<file path="src/rtl/div_share_ctrl.sv">
// div_share_ctrl
//   Shares one iterative divider between the two execute lanes of the
//   dual-issue EXM stage. One lane at a time is granted the divider; its
//   operands are latched at grant. Each lane's result is held in a
//   per-lane register until the lane pair advances. This lets a lane that
//   finished early keep ok high while its partner is still dividing.
//
//   Optional feature macro: DIV_SHARE_BYPASS_EN
//     defined   : the owner lane sees {div_result, ok} combinationally in the
//                 div_done cycle. If pipe_adv is high in that same cycle, the
//                 result is consumed directly and done_q is not set.
//     undefined : lane outputs come only from registers (ok one cycle after
//                 div_done). There is no path from the divider to the lane
//                 outputs.
//
//   Ports
//     clk, resetn            clock, synchronous active-low reset
//     l0_div_bus, l1_div_bus lane request {req, use_mod, is_unsigned, src1, src2}
//     l0_div_res, l1_div_res lane response {result, ok}
//     pipe_adv               lane pair leaves EXM; clears both done flags
//     flush                  kills all divide work (highest priority)
//     div_valid/div_ready    operation handshake towards the divider
//     div_mod, div_unsigned  latched op controls
//     div_src1, div_src2     latched operands
//     div_done, div_result   one-cycle completion pulse and its result
//     div_cancel             abort the in-flight operation (flush cycle only)
//     busy                   FSM is not IDLE
//
//   Handshake: div_valid is high for every cycle the FSM sits in ISSUE.
//   div_mod/div_unsigned/div_src* stay constant while div_valid is high.
//   The operation is accepted in the first cycle with div_valid && div_ready.
//   Exactly one div_done pulse is expected per accepted operation.
module div_share_ctrl #(
    parameter int DATA_W = 32
) (
    input  logic                clk,
    input  logic                resetn,
    input  logic [DATA_W*2+2:0] l0_div_bus,
    output logic [DATA_W:0]     l0_div_res,
    input  logic [DATA_W*2+2:0] l1_div_bus,
    output logic [DATA_W:0]     l1_div_res,
    input  logic                pipe_adv,
    input  logic                flush,
    output logic                div_valid,
    input  logic                div_ready,
    output logic                div_mod,
    output logic                div_unsigned,
    output logic [DATA_W-1:0]   div_src1,
    output logic [DATA_W-1:0]   div_src2,
    input  logic                div_done,
    input  logic [DATA_W-1:0]   div_result,
    output logic                div_cancel,
    output logic                busy
);

    localparam int REQ_B = 2*DATA_W+2;
    localparam int MOD_B = 2*DATA_W+1;

    typedef enum logic [1:0] {
        IDLE  = 2'd0,
        ISSUE = 2'd1,
        WAIT  = 2'd2
    } state_t;

    state_t            state;
    logic              owner;       // 0: lane 0 holds the divider, 1: lane 1
    logic [1:0]        done_q;
    logic [DATA_W-1:0] res0_q;
    logic [DATA_W-1:0] res1_q;

    logic              l0_req;
    logic              l1_req;
    logic              l0_pend;
    logic              l1_pend;
    logic              keep_result;
    logic [MOD_B:0]    sel_ops;     // {use_mod, is_unsigned, src1, src2} of the winner

    assign l0_req = l0_div_bus[REQ_B];
    assign l1_req = l1_div_bus[REQ_B];

    // The current owner is never pending again: it is either in flight or done.
    assign l0_pend = l0_req && !done_q[0] && !(busy && !owner);
    assign l1_pend = l1_req && !done_q[1] && !(busy && owner);

    // Lane 0 is older in program order, so it wins a tie.
    assign sel_ops = l0_pend ? l0_div_bus[MOD_B:0] : l1_div_bus[MOD_B:0];

`ifdef DIV_SHARE_BYPASS_EN
    // A result delivered through the bypass in the advance cycle is already
    // consumed by the departing instruction and must not linger in done_q.
    assign keep_result = !pipe_adv;
`else
    assign keep_result = 1'b1;
`endif

    assign busy       = (state != IDLE);
    assign div_valid  = (state == ISSUE);
    assign div_cancel = flush && busy;

    always_ff @(posedge clk) begin
        if (!resetn) begin
            state        <= IDLE;
            owner        <= 1'b0;
            done_q       <= 2'b00;
            res0_q       <= '0;
            res1_q       <= '0;
            div_mod      <= 1'b0;
            div_unsigned <= 1'b0;
            div_src1     <= '0;
            div_src2     <= '0;
        end else if (flush) begin
            // A div_done in this cycle is dropped on purpose.
            state  <= IDLE;
            done_q <= 2'b00;
        end else begin
            if (pipe_adv) begin
                done_q <= 2'b00;
            end
            case (state)
                IDLE: begin
                    // Requests seen with pipe_adv belong to the departing pair.
                    if (!pipe_adv && (l0_pend || l1_pend)) begin
                        owner <= !l0_pend;
                        {div_mod, div_unsigned, div_src1, div_src2} <= sel_ops;
                        state <= ISSUE;
                    end
                end
                ISSUE: begin
                    if (div_ready) begin
                        state <= WAIT;
                    end
                end
                WAIT: begin
                    if (div_done) begin
                        if (owner) begin
                            res1_q <= div_result;
                        end else begin
                            res0_q <= div_result;
                        end
                        if (keep_result) begin
                            done_q[owner] <= 1'b1;
                        end
                        state <= IDLE;
                    end
                end
                default: state <= IDLE;
            endcase
        end
    end

    // Lane outputs read zero unless the lane is requesting and has a result.
    always_comb begin
        l0_div_res = '0;
        l1_div_res = '0;
        if (l0_req && done_q[0]) begin
            l0_div_res = {res0_q, 1'b1};
        end
        if (l1_req && done_q[1]) begin
            l1_div_res = {res1_q, 1'b1};
        end
`ifdef DIV_SHARE_BYPASS_EN
        if (state == WAIT && div_done && !flush) begin
            if (!owner && l0_req) begin
                l0_div_res = {div_result, 1'b1};
            end
            if (owner && l1_req) begin
                l1_div_res = {div_result, 1'b1};
            end
        end
`endif
    end

endmodule

</file>
<file path="config.mk">
export PLATFORM = sky130hd
export DESIGN_NAME = div_share_ctrl
export DESIGN_NICKNAME = d
export VERILOG_FILES = /design/src/rtl/div_share_ctrl.sv
export SDC_FILE = /design/constraint.sdc
export NUM_CORES = 1
export LEC_CHECK = 0
export BUFFER_PORTS_ARGS = -buffer_cell sky130_fd_sc_hd__buf_2
export CAP_MARGIN = 20
export CORE_ASPECT_RATIO = 0.75
export CORE_MARGIN = 8
export CORE_UTILIZATION = 45
export DETAILED_ROUTE_END_ITERATION = 6
export PLACE_DENSITY = 0.8
export SYNTH_ARGS = -nofsm -noshare
export SYNTH_HDL_FRONTEND = slang
export SYNTH_SLANG_ARGS = --single-unit
</file>
<file path="constraint.sdc">
create_clock -name clk -period 2.4 [get_ports clk]
set_input_delay 0.24 -clock clk [delete_from_list [all_inputs] [get_ports clk]]
set_output_delay 0.24 -clock clk [all_outputs]
set_load 0.03 [all_outputs]
</file>
==> results.md <==
Floorplanning:
- The region available for standard cell placement spans between 10,000 and 15,000 um2.
- The number of core rows is 35.
- The area enclosed by the die boundary is around 16,000 um2.
- The effective utilization at floorplan is between 40% and 50%.
- Measured along the y axis, the die boundary spans between 100 and 150 um.
- Pin placement for this block handled ~300 I/O pins.
- The horizontal die dimension is roughly 150 um.

Route:
- The final layout contains routed wiring with a total length of 19,700 um.
- In this run, the number of DRC markers left after iteration 0 of detailed routing was between 300 and 400.
- Once detail routing completed, the nets flagged for antenna violations numbered 0.
- The iteration count of the initial detailed-routing pass is 5.
- Dividing the detail-routed wire length by the instance count gives 16.8 um.
- The final route contains 6,077 vias.
- After detailed routing, the number of vias per cell comes to about 5.2.
- For this run, design rule violations remaining after detail routing come to 0.

Critical path:
- The source of the critical timing path is done_q[0].
- Data on the critical path is required at its endpoint by between 2 and 2.5 ns.
- The category of the worst setup path capture point is a primary output.
- Broken down by cell family, the worst path's largest delay share belongs to buffers and inverters.
- The cell depth of the worst setup path is 3.
- Traced cell by cell, the critical path runs through buf_4 -> and3_1 -> buf_2.
- Together, buffers and inverters on the worst path number 2.
- The worst setup slack for register-to-register paths is 0.69 ns.
- The most critical setup path has its endpoint at l0_div_res[4].
- The number of cells on the worst reg-to-reg path is 5.
- The capture point of the worst reg-to-reg path is div_src2[12].
- In this run the worst path has a maximum fanout of 35.
- The launch point of the worst reg-to-reg path is state[1].
- For this run, the slowest stage of the critical path takes around 0.32 ns.
- The cell at the slowest stage of the critical path is sky130_fd_sc_hd__dfxtp_1.
- The worst setup path is launched from a flip-flop.
- Data arrives at the worst endpoint at 1.48 ns.
- The critical path class is flip-flop to primary output.

Clocking:
- The latest clock arrival within the worst-skew pair is 0.40 ns.
- The tree is rooted in a sky130_fd_sc_hd__clkbuf_16.
- The clock passes through at most 2 buffers.
- The CTS clock-pin slew for the worst setup and hold paths is roughly 0.060 ns.
- Once the clock tree was built, the resizer swapped 0 gates to a different size.
- TritonCTS built the clock tree.
- The depth of the CTS H-tree is 4.
- The clock buffer count from CTS is 17.
- The post-CTS setup buffer count is 0.
- Counting every sink on the clock net gives 135.
- For this design, the CTS-stage hold fixing added 0 buffers.

Global route:
- Entering global routing, the biggest net connects between 80 and 90 pins.
- The number of antenna violations at the first check in global routing is 2.
- The overall track demand over capacity in global routing is 23.0%.
- The via count of the first global-routing pass is just over 6,000.
- The total overflow left after global routing is 0.
- The first global-routing pass estimated ~31,000 um of wire.

STA:
- The slew at the pin with the worst max-slew slack is 0.433 ns.
- The max-slew violation total from the final report came to 0.
- In the finished design, the share of the clock period the worst path needs comes to between 70% and 80%.
- Setup repair after global routing left no endpoint under its margin.
- The timing-limited maximum frequency is between 0.5 and 0.6 GHz.
- The count of endpoints failing hold in the final timing report is 0.
- Clock skew on the completed layout was measured at approximately 0.012 ns.
- The remaining max-slew budget at the tightest pin is between 70% and 80%.
- The setup violation total in the final timing report is 0.
- The setup TNS after final layout is 0 ns.
- For the finished layout, the period the worst path requires is approximately 1.7 ns.

Final layout:
- The multi-input combinational cells in the finished layout cover a total of about 2600 um2.
- Compared with the post-synthesis result, the final layout area differs by 38.2%.
- The proportion of layout cells with a drive suffix above 1 is between 30% and 40%.
- The number of fill cells in the layout is ~1,100.
- The area used by sequential logic in the layout is 2700 um2.
- In the final design database the tool counted around 1,200 nets.

Synthesis:
- The warning count from the yosys run is 0.
- The synthesized netlist net count is about 900.
- The count of cell types in the netlist is 26.
- The post-synthesis sequential element count is approximately 140.
- The biggest area contributor in the post-synthesis netlist is sky130_fd_sc_hd__dfxtp_1.
- By area the synthesized netlist is led by sky130_fd_sc_hd__dfxtp_1 (48%), sky130_fd_sc_hd__o21ai_1 (11%), sky130_fd_sc_hd__nand2_1 (11%), sky130_fd_sc_hd__a31oi_1 (7.3%), sky130_fd_sc_hd__and3_1 (7.1%).
- Summing every instance area after synthesis gives ~5700 um2.
- In the synthesized netlist, the number of instances is slightly above 700.
- The proportion of synthesized chip area in sequential cells is a little under half.
- In this run the biggest area consumer among cell types represents between 40% and 50% of the synthesized area.
- The mean instance size in the synthesized netlist is about 8 um2.

Flow run:
- Across the run, the number of max-cap violations was 0.

Power and ir drop:
- Total power for the finished layout comes to around 0.0057 W.
- The power per unit of standard cell area is ~720 nW/um2.
- Summed over all cells, the static leakage comes to 3.97 nW.
- The worst vdd rail ir drop is between 400 and 500 uV.

Worst hold path:
- The min-delay analysis places its worst path in the category input port to flip-flop.

Placement:
- The quantity of I/O buffers inserted on ports is around 310.
- The global placer's final weighted congestion is roughly 0.85.
- Detailed placement ended at an HPWL of roughly 14,000 um.

Run status:
- The flow ran to the end, and the final reports show no timing, DRC or antenna violations.
-- final cells by class --
type                    count  area share (%)
well taps                 166            2.65
repair buffers            319            21.9
inverters                   1          0.0479
diodes                      2          0.0638
clock inverters            13            1.87
flip-flops and latches    135            34.5
multi-input cells         517            33.3
clock buffers              19            5.65
-- worst min-delay path: cells and delay by family --
| family | cells | cell delay (ns) |
|---|---|---|
| buf+inv | 1 | 0.09 |
| compound gates | 1 | 0.07 |
| simple gates | 1 | 0.04 |
-- through the flow --
| step | cell area [um2] | hold WS (ns) | utilization [%] | cells | setup WS [ns] |
|---|---|---|---|---|---|
| after floorplan | 5670 | 0.385 | - | 726 | 0.581 |
| after CTS | 7840 | 0.0737 | 63.7 | 1170 | 0.662 |
| after global placement | 7250 | 0.441 | 58.9 | 1138 | 0.759 |
| final | 7840 | 0.0900 | 63.7 | 1172 | 0.683 |
| after global routing | 7840 | 0.0785 | 63.7 | 1172 | 0.525 |
| after detailed placement | 7250 | 0.446 | 58.9 | 1138 | 0.699 |
-- cells in the final DEF, fill, tap and decap left out, drive strengths merged --
master | Yosys | final
a2111oi | 1 | 1
a211oi | 1 | 1
a21oi | 3 | 3
a22oi | 1 | 1
a31oi | 66 | 66
and2 | 4 | 4
and3 | 64 | 64
buf | 15 | 319
bufinv | 0 | 2
clkbuf | 58 | 19
clkinv | 0 | 6
clkinvlp | 0 | 2
dfxtp | 135 | 135
diode | 0 | 2
inv | 1 | 4
nand2 | 166 | 166
nand2b | 5 | 5
nand3 | 64 | 64
nand4b | 1 | 1
nand4bb | 1 | 1
nor2 | 2 | 2
nor2b | 2 | 2
nor3 | 1 | 1
o211a | 1 | 1
o21ai | 130 | 130
o21bai | 1 | 1
or2 | 3 | 3
-- power breakdown --
part,internal [W],switching [W]
sequential,0.00232,0.0000414
combinational,0.000264,0.000472
clock,0.00157,0.000987
total,0.00415,0.00150
-- per-layer routing --
| layer | up-vias | routed length, um | track usage, % |
|---|---|---|---|
| li1 | 3082 | - | - |
| met4 | 0 | 481 | 9.75 |
| met5 | - | 0 | 0 |
| met3 | 34 | 1670 | 9.17 |
| met2 | 234 | 9400 | 37.8 |
| met1 | 2727 | 8120 | 26.2 |
-- worst min path at each step --
stage                               from          end  slack [ns]  depth (start not counted)
after global placement        res0_q[16]   res0_q[16]        0.44                          2
after CTS                 l1_div_bus[34]  div_src1[2]        0.07                          3
after floorplan            l1_div_bus[0]  div_src2[0]        0.38                          2
after global routing      l0_div_bus[38]  div_src1[6]        0.08                          3
after detailed placement      res0_q[28]   res0_q[28]        0.45                          2
final                     l1_div_bus[36]  div_src1[4]        0.09                          3
-- state kept, by name (all words and copies together), names as in the netlist --
signal,flops
state,2
res1_q,32
div_src2,32
div_src1,32
res0_q,32
div_unsigned,1
done_q,2
div_mod,1
owner,1
-- cells by family (layout without fill, tap and decap cells) --
kind of cell	Yosys count	count (layout)	synth area share, %
AO/OA/AOI/OAI	204	204	20.1
AND/OR/NAND/NOR	313	313	25.9
buffers and inverters	74	352	6.37
other	0	2	0
flip-flops	135	135	47.6
-- synthesized netlist by cell type --
library cell and number:
sky130_fd_sc_hd__nand2_1 166, sky130_fd_sc_hd__dfxtp_1 135, sky130_fd_sc_hd__o21ai_1 130, sky130_fd_sc_hd__a31oi_1 66, sky130_fd_sc_hd__and3_1 64, sky130_fd_sc_hd__nand3_1 64
sky130_fd_sc_hd__clkbuf_1 58, sky130_fd_sc_hd__buf_6 8, sky130_fd_sc_hd__buf_4 6, sky130_fd_sc_hd__and2_1 4, sky130_fd_sc_hd__nand2b_1 4, sky130_fd_sc_hd__a21oi_1 3
sky130_fd_sc_hd__or2_1 3, sky130_fd_sc_hd__nor2_1 2, sky130_fd_sc_hd__nor2b_1 2, sky130_fd_sc_hd__a2111oi_4 1, sky130_fd_sc_hd__a211oi_1 1, sky130_fd_sc_hd__a22oi_1 1
sky130_fd_sc_hd__buf_2 1, sky130_fd_sc_hd__inv_1 1, sky130_fd_sc_hd__nand2b_4 1, sky130_fd_sc_hd__nand4b_1 1, sky130_fd_sc_hd__nand4bb_1 1, sky130_fd_sc_hd__nor3_1 1
sky130_fd_sc_hd__o211a_1 1, sky130_fd_sc_hd__o21bai_1 1
(Power assumes the default switching activity.)
